<file path="config.mk">
export PLATFORM = sky130hd
export DESIGN_NAME = rgb_grayscaler
export DESIGN_NICKNAME = d
export VERILOG_FILES = /design/src/rtl/gray_pkg.sv /design/src/rtl/gray_out_fifo.sv /design/src/rtl/rgb_grayscaler.sv
export SDC_FILE = /design/constraint.sdc
export NUM_CORES = 1
export LEC_CHECK = 0
export CORE_ASPECT_RATIO = 1.2
export CORE_UTILIZATION = 40
export DETAILED_ROUTE_END_ITERATION = 8
export PLACE_DENSITY = 0.56
export SKIP_LAST_GASP = 1
export SYNTH_ARGS = -nofsm -noshare
export SYNTH_HDL_FRONTEND = slang
export SYNTH_SLANG_ARGS = --single-unit
</file>
<file path="constraint.sdc">
create_clock -name clk -period 9.7 [get_ports clk]
set_input_delay 1.455 -clock clk [delete_from_list [all_inputs] [get_ports clk]]
set_output_delay 1.455 -clock clk [all_outputs]
set_load 0.03 [all_outputs]
</file>
<file path="src/rtl/gray_pkg.sv">
// Shared constants, collector state encoding and the luma helper for rgb_grayscaler.
// Latency: n/a (package only).
// Backpressure: n/a (package only).
package gray_pkg;

  // Width of the weighted sum. The largest value is 255*256 + 128 = 65408,
  // so 16 bits never overflow.
  localparam int SUM_W = 16;

  // BT.601-style luma weights scaled by 256. They add up to 256, so full white maps to 255.
  localparam logic [SUM_W-1:0] W_R   = 16'd77;
  localparam logic [SUM_W-1:0] W_G   = 16'd150;
  localparam logic [SUM_W-1:0] W_B   = 16'd29;
  localparam logic [SUM_W-1:0] ROUND = 16'd128;

  // Position of the next expected byte within an interleaved R,G,B triple.
  typedef enum logic [1:0] {
    GET_R = 2'b00,
    GET_G = 2'b01,
    GET_B = 2'b10
  } coll_state_t;

  // Rounded luma: (77*r + 150*g + 29*b + 128) >> 8.
  function automatic logic [7:0] luma(input logic [7:0] r,
                                      input logic [7:0] g,
                                      input logic [7:0] b);
    logic [SUM_W-1:0] sum;
    sum = W_R * {8'd0, r} + W_G * {8'd0, g} + W_B * {8'd0, b} + ROUND;
    return 8'(sum >> 8);
  endfunction

endpackage

</file>
<file path="src/rtl/gray_out_fifo.sv">
// First-word fall-through FIFO with an occupancy count, used to buffer gray pixels.
// Latency: a word pushed at an edge is visible on head right after that edge.
// Backpressure: a push into a full FIFO is dropped unless a pop happens in the same cycle.
//
// Ports:
//   clk, rst_n    clock and asynchronous active-low reset
//   clear         synchronous flush; empties the FIFO at the next edge
//   push/push_data  write request and data
//   pop           remove the head (only asserted while not_empty)
//   head          head word; forced to 0 while empty
//   not_empty     FIFO holds at least one word
//   full          FIFO holds DEPTH words
//   count         current occupancy, 0..DEPTH
module gray_out_fifo #(
  parameter int WIDTH = 8,
  parameter int DEPTH = 4,
  parameter int CNT_W = $clog2(DEPTH + 1)
) (
  input  logic             clk,
  input  logic             rst_n,
  input  logic             clear,
  input  logic             push,
  input  logic [WIDTH-1:0] push_data,
  input  logic             pop,
  output logic [WIDTH-1:0] head,
  output logic             not_empty,
  output logic             full,
  output logic [CNT_W-1:0] count
);

  localparam int PTR_W = (DEPTH > 1) ? $clog2(DEPTH) : 1;
  localparam logic [PTR_W-1:0] LAST_PTR = PTR_W'(DEPTH - 1);

  logic [WIDTH-1:0] mem [DEPTH];
  logic [PTR_W-1:0] wr_ptr;
  logic [PTR_W-1:0] rd_ptr;
  logic             wr_ok;

  // With a simultaneous pop, the slot being freed makes room even when full.
  assign wr_ok     = push && (!full || pop);
  assign not_empty = (count != '0);
  assign full      = (count == CNT_W'(DEPTH));
  assign head      = not_empty ? mem[rd_ptr] : '0;

  // Wrap explicitly so depths that are not a power of two also work.
  function automatic logic [PTR_W-1:0] ptr_inc(input logic [PTR_W-1:0] p);
    return (p == LAST_PTR) ? '0 : p + 1'b1;
  endfunction

  always_ff @(posedge clk) begin
    if (wr_ok) begin
      mem[wr_ptr] <= push_data;
    end
  end

  always_ff @(posedge clk or negedge rst_n) begin
    if (!rst_n) begin
      wr_ptr <= '0;
      rd_ptr <= '0;
      count  <= '0;
    end else if (clear) begin
      wr_ptr <= '0;
      rd_ptr <= '0;
      count  <= '0;
    end else begin
      if (wr_ok) begin
        wr_ptr <= ptr_inc(wr_ptr);
      end
      if (pop) begin
        rd_ptr <= ptr_inc(rd_ptr);
      end
      case ({wr_ok, pop})
        2'b10:   count <= count + 1'b1;
        2'b01:   count <= count - 1'b1;
        default: count <= count;
      endcase
    end
  end

endmodule

</file>
<file path="src/rtl/rgb_grayscaler.sv">
// Collects interleaved R,G,B bytes into pixels, converts each pixel to 8-bit luma and buffers the results.
// Latency: out_valid rises two edges after the B byte is accepted, when the FIFO was empty.
// Backpressure: input is never stalled; pause throttles the source early enough that the FIFO cannot overflow.
//
// Ports:
//   clk, rst_n           clock and asynchronous active-low reset
//   clear                synchronous flush of the partial pixel, FIFO, counters and overflow flag
//   in_data, in_valid    byte stream; each valid cycle is consumed, data ignored otherwise
//   pause                asks the source to stop sending bytes
//   out_data, out_valid  FIFO head and not-empty flag
//   out_ready            downstream pops the head when out_valid & out_ready
//   frame_done           one-cycle pulse on the pop of the last pixel of a frame
//   overflow             sticky: a finished pixel found the FIFO full and was dropped
module rgb_grayscaler
  import gray_pkg::*;
#(
  parameter int N         = 2,
  parameter int M         = 2,
  parameter int OUT_DEPTH = 4
) (
  input  logic       clk,
  input  logic       rst_n,
  input  logic       clear,
  input  logic [7:0] in_data,
  input  logic       in_valid,
  output logic       pause,
  output logic [7:0] out_data,
  output logic       out_valid,
  input  logic       out_ready,
  output logic       frame_done,
  output logic       overflow
);

  localparam int FRAME_PIX = N * M;
  localparam int PIX_W     = (FRAME_PIX > 1) ? $clog2(FRAME_PIX) : 1;
  localparam int CNT_W     = $clog2(OUT_DEPTH + 1);

  localparam logic [PIX_W-1:0] LAST_PIX = PIX_W'(FRAME_PIX - 1);
  localparam logic [CNT_W:0]   PAUSE_TH = (CNT_W + 1)'(OUT_DEPTH - 1);

  // ---------------------------------------------------------------
  // Collector FSM
  // ---------------------------------------------------------------
  coll_state_t state_q;
  coll_state_t state_d;
  logic        cap_r;
  logic        cap_g;
  logic        cap_b;

  always_ff @(posedge clk or negedge rst_n) begin
    if (!rst_n) begin
      state_q <= GET_R;
    end else if (clear) begin
      state_q <= GET_R;
    end else begin
      state_q <= state_d;
    end
  end

  always_comb begin
    state_d = state_q;
    cap_r   = 1'b0;
    cap_g   = 1'b0;
    cap_b   = 1'b0;
    if (in_valid) begin
      case (state_q)
        GET_R: begin
          cap_r   = 1'b1;
          state_d = GET_G;
        end
        GET_G: begin
          cap_g   = 1'b1;
          state_d = GET_B;
        end
        GET_B: begin
          cap_b   = 1'b1;
          state_d = GET_R;
        end
        default: begin
          state_d = GET_R;
        end
      endcase
    end
  end

  // ---------------------------------------------------------------
  // Byte registers and compute pipeline
  // ---------------------------------------------------------------
  logic [7:0] r_reg;
  logic [7:0] g_reg;
  logic [7:0] b_reg;
  logic       pix_ready;     // all three bytes of a pixel are held
  logic       compute_busy;  // gray_reg holds a pixel to push this cycle
  logic [7:0] gray_reg;

  // FIFO interface
  logic             fifo_full;
  logic [CNT_W-1:0] fifo_count;
  logic             pop;

  // Frame counters
  logic [PIX_W-1:0] pix_in_cnt;
  logic [PIX_W-1:0] pix_out_cnt;

  assign pop = out_valid && out_ready;

  always_ff @(posedge clk or negedge rst_n) begin
    if (!rst_n) begin
      r_reg        <= '0;
      g_reg        <= '0;
      b_reg        <= '0;
      pix_ready    <= 1'b0;
      compute_busy <= 1'b0;
      gray_reg     <= '0;
      pix_in_cnt   <= '0;
      pix_out_cnt  <= '0;
      overflow     <= 1'b0;
    end else if (clear) begin
      r_reg        <= '0;
      g_reg        <= '0;
      b_reg        <= '0;
      pix_ready    <= 1'b0;
      compute_busy <= 1'b0;
      gray_reg     <= '0;
      pix_in_cnt   <= '0;
      pix_out_cnt  <= '0;
      overflow     <= 1'b0;
    end else begin
      if (cap_r) begin
        r_reg <= in_data;
      end
      if (cap_g) begin
        g_reg <= in_data;
      end
      if (cap_b) begin
        b_reg <= in_data;
      end

      // The next R byte can land at the same edge the luma is registered.
      // That is safe because luma reads r_reg before that edge updates it.
      pix_ready    <= cap_b;
      compute_busy <= pix_ready;
      if (pix_ready) begin
        gray_reg <= luma(r_reg, g_reg, b_reg);
      end

      if (compute_busy) begin
        pix_in_cnt <= (pix_in_cnt == LAST_PIX) ? '0 : pix_in_cnt + 1'b1;
      end
      if (pop) begin
        pix_out_cnt <= (pix_out_cnt == LAST_PIX) ? '0 : pix_out_cnt + 1'b1;
      end

      // A pixel with no free slot is lost; the flag stays set until reset or clear.
      if (compute_busy && fifo_full && !pop) begin
        overflow <= 1'b1;
      end
    end
  end

  // ---------------------------------------------------------------
  // Output FIFO
  // ---------------------------------------------------------------
  gray_out_fifo #(
    .WIDTH (8),
    .DEPTH (OUT_DEPTH),
    .CNT_W (CNT_W)
  ) u_fifo (
    .clk       (clk),
    .rst_n     (rst_n),
    .clear     (clear),
    .push      (compute_busy),
    .push_data (gray_reg),
    .pop       (pop),
    .head      (out_data),
    .not_empty (out_valid),
    .full      (fifo_full),
    .count     (fifo_count)
  );

  // ---------------------------------------------------------------
  // Pause and frame completion
  // ---------------------------------------------------------------
  // Pause depends only on registered state. The pixel in gray_reg already
  // has a reserved slot. The source may send one more byte after pause
  // rises, and a pixel needs three bytes, so at most one more pixel can
  // complete and it fits in the last slot.
  logic [CNT_W:0] occupancy;
  assign occupancy  = (CNT_W + 1)'(fifo_count) + (CNT_W + 1)'(compute_busy);
  assign pause      = (occupancy >= PAUSE_TH);

  assign frame_done = pop && !clear && (pix_out_cnt == LAST_PIX);

endmodule

</file>
==> impl_results.rst <==
.. list-table::
   :header-rows: 1

   * - Metric
     - Value
   * - Violation count after the first detailed-routing iteration
     - around 150
   * - CTS buffer count
     - 9
   * - Power density of the placed cells
     - 145 mW/mm2
   * - Quantity of hold-fixing buffers added after cts
     - 0
   * - Relative slew slack
     - between 20% and 30%
   * - Buffers on Ports
     - 24
   * - Sum of net half-perimeters after detailed placement
     - 9.93 mm
   * - Global route overflow
     - 0
   * - Result of the run
     - finished clean
   * - Family with the most delay on the worst path
     - adder cells
   * - Layer carrying the most global-route usage
     - met2
   * - TritonCTS clock tree
     - built
   * - Max Clock Skew
     - 0.00967 ns
   * - Routed wirelength normalized by instance count
     - 14.8 um
   * - Portion of synthesized cell area occupied by the leading cell type
     - around a fifth
   * - Pin slew with the least headroom to its limit
     - 1.13 ns
   * - Flip-flop count of the largest register after layout
     - 32
   * - Global-route wire length before repair
     - 21.2 mm
   * - Row count
     - 51
   * - Die area
     - 0.0170 mm2
   * - Post-route setup TNS
     - 0 ns
   * - Area of the placeable core
     - 0.0161 mm2
   * - Post-layout minimum cycle time
     - 6.61 ns
   * - Endpoint arrival time on the critical path
     - 6.86 ns
   * - Clk Tree Root Cell
     - clkbuf_16
   * - Worst reg2reg startpoint
     - g_reg[4]
   * - Timing-limited maximum frequency
     - roughly 150 MHz
   * - Most frequent CP cell
     - fa_1
   * - Total Power Consumption
     - 1.06 mW
   * - Clock transition time at the flip-flop clock pins of the worst setup and hold paths
     - approximately 0.060 ns
   * - Placement Setup Slack
     - slightly above 3 ns
   * - Critical path launch point
     - g_reg[4]
   * - Maximum number of buffers from clock root to sink
     - 2
   * - Hold_ws
     - 0.516 ns
   * - Critical path peak fanout
     - 5
   * - Top-Level Pins
     - 25
   * - Worst flop-to-flop path endpoint
     - gray_reg[7]
   * - Register name with the most flops
     - u_fifo.mem
   * - Sequential share of the synthesized area
     - 32.1%
   * - Cell variety after synth
     - 52
   * - Post-Syn Nets
     - 765
   * - Type of the tightest min-delay check
     - flip-flop to flip-flop
   * - Relative area change from synthesis to final layout
     - 11.5%
   * - Final number of max-transition violations
     - 0
   * - Num Clock Sinks
     - 78
   * - Required time of the critical path
     - 9.95 ns
   * - Start-to-end type of the worst setup path
     - flip-flop to flip-flop
   * - Number of maximum-capacitance constraint violations
     - 0
   * - CP max stage cell
     - fa_1
   * - Ant. Diodes
     - 0
   * - H-tree Lvls
     - 3
   * - Global routing usage summed across all routing layers
     - between 10% and 20%
   * - Cell chain of the critical path
     - ha_1, ha_1, inv_1, fa_1, fa_1, inv_1, ha_1, xnor2_1, fa_1, fa_1, inv_1, fa_1, inv_1, fa_1, ha_1, ha_1, a21boi_1, a21oi_2, nor2_1, o221ai_2, and4_4, nor4_2
   * - Filler cell count in the final layout
     - approximately 1500
   * - Number of design rule violations left after detail routing
     - 0
   * - Met1 routing resource usage after global routing
     - 18.5%
   * - Largest net degree at the start of global routing
     - 47
   * - Number of post-CTS setup repair buffers
     - 0
   * - Hold Fails Final Rpt
     - 0
   * - Initial core utilization
     - 40.7%
   * - Routability-driven placement congestion ratio
     - around 0.80
   * - Unrepaired setup endpoints after global routing
     - no
   * - Via density per instance
     - around 4.9
   * - Die X
     - 119 um
   * - Post-Syn Area per Cell
     - 11.1 um2
   * - Clk Latency, worst-skew pair
     - 0.34 ns
   * - Final worst slack
     - 3.09 ns
   * - Logic depth of the worst path, buffers included
     - 22
   * - Via count of the first global-routing pass
     - 4447
   * - Leakage component of the power
     - between 3 and 4 nW
   * - Max incr delay on CP
     - 0.52 ns
   * - Cell type with the largest total area after synthesis
     - ha_1
   * - Drt first pass iters
     - 4
   * - Antenna violations before repair
     - 0
   * - Post-synthesis sequential element count
     - 78
   * - Routed WL
     - 12.4 mm
   * - Cells after synthesis
     - a little under 600
   * - Count of warnings emitted by yosys
     - 0
   * - Number of instances resized during post-cts repair
     - 0
   * - Chip Height
     - 142 um
   * - Final-report setup violation count
     - 0
   * - FF-to-FF setup slack
     - 3.09 ns
   * - Cell area after synthesis
     - 0.00658 mm2
   * - Capturing element type of the critical path
     - flip-flop
   * - Capture point of the critical path
     - gray_reg[7]
   * - Number of nets with antenna violations after detailed routing
     - 0
   * - Max IR drop VDD
     - 81.2 uV
   * - Top_reg_cell synth
     - dfrtp_1
   * - Vias after detailed routing
     - 4108
   * - Total number of nets in the final design
     - 788
   * - Register-to-Register Path Depth
     - 22
   * - Ratio of cells with drive above 1 in the final layout
     - ~6.9%
   * - Global routing usage on met3
     - ~2.8%
   * - Startpoint Class
     - flip-flop
   * - Count of buffer and inverter cells on the critical path
     - 4
   * - Biggest area contributors in the synthesized netlist
     - ha_1 (20%), dfrtp_1 (18%), fa_1 (17%)
   * - Met2 track utilization from global routing
     - 31.4%
   * - Count of flip-flops with a built-in enable after synthesis
     - 32
   * - Fin crit share
     - 68.2%
   * - Fraction of registers with async set or reset after synthesis
     - slightly below 60%
## worst reg2reg max path: stages, from the launching register on
cell and delay (ns):
dfrtp_1 0.44, ha_1 0.32, ha_1 0.28, inv_1 0.06
fa_1 0.49, fa_1 0.52, inv_1 0.04, ha_1 0.35
xnor2_1 0.25, fa_1 0.48, fa_1 0.51, inv_1 0.04
fa_1 0.47, inv_1 0.05, fa_1 0.47, ha_1 0.30
ha_1 0.31, a21boi_1 0.28, a21oi_2 0.12, nor2_1 0.21
o221ai_2 0.15, and4_4 0.18, nor4_2 0.19
## cells in the mapped netlist (all sizes together), types with 2 or more instances
cell type	number
edfxtp	32
o31ai	2
a211oi	4
or2	2
nor2	59
dfrtp	46
nor3	5
nand3	6
mux4	8
a21boi	2
nor2b	2
nand3b	3
o21ai	11
a21o	4
a21oi	23
nand4	2
mux2i	25
fa	56
xnor2	8
or3	5
nand2	15
inv	115
buf	5
clkbuf	9
xor2	10
o21a	4
and2	13
nor4	2
ha	103
## routing by layer
metal	up-vias	part of all wire, %
met5	-	0
met4	0	1.4
met3	13	1.8
met2	42	53
met1	2047	44
li1	2006	-
## metrics by stage
| step | area, um2 | instances | util (%) |
|---|---|---|---|
| 5_1_grt | 7330 | 833 | 45.4 |
| 3_5_place_dp | 7030 | 817 | 43.6 |
| 2_1_floorplan | 6580 | 593 | - |
| 4_1_cts | 7330 | 833 | 45.4 |
| 3_3_place_gp | 7030 | 817 | 43.6 |
| 6_report | 7330 | 833 | 45.4 |
## layout by cell type (no fill, tap or decap), types with 13 or more instances in the layout
cell             netlist  layout
a21oi_1               20      20
inv_1                115     115
fa_1                  56      56
nand2_1               15      15
and2_1                13      13
edfxtp_1              32      32
clkdlybuf4s50_1        0      23
nor2_1                59      59
mux2i_1               25      25
ha_1                 103     103
dfrtp_1               46      46
## final cells by class
| class | count | area (um2) | share of cell area, % |
|---|---|---|---|
| Timing Repair Buffer | 26 | 250 | 3.41 |
| Clock inverter | 7 | 71.3 | 0.973 |
| Sequential cell | 78 | 2110 | 28.8 |
| Inverter | 115 | 432 | 5.89 |
| Multi-Input combinational cell | 386 | 3980 | 54.2 |
| Clock buffer | 9 | 225 | 3.07 |
| Tap cell | 212 | 265 | 3.62 |
## power by group
part / total (mW) / switching (mW) / leakage, nW / internal, mW
logic: 0.346 / 0.195 / 2.74 / 0.151
registers: 0.376 / 0.0229 / 0.944 / 0.353
clock network: 0.340 / 0.140 / 0.150 / 0.200
total: 1.06 / 0.358 / 3.84 / 0.704
## worst min-delay path by stage
stage / startpoint / endpoint / cells past startpoint
after CTS: overflow / overflow / 2
after global placement: overflow / overflow / 2
after floorplan: gray_reg[1] / u_fifo.mem[0][1] / 0
after global routing: overflow / overflow / 2
final: overflow / overflow / 2
after detailed placement: overflow / overflow / 2
## kinds of logic (layout without fill, tap and decap cells)
group	count (synthesis)	count (layout)	share of synthesized area, %
fa+ha+maj	159	159	36.7
compound gates	57	57	5.99
mux	33	33	6.55
flops	78	78	32.1
buf+inv	129	157	7.42
simple gates	119	119	8.87
xor+xnor	18	18	2.40
No activity file was read; power rests on OpenSTA's default activity.
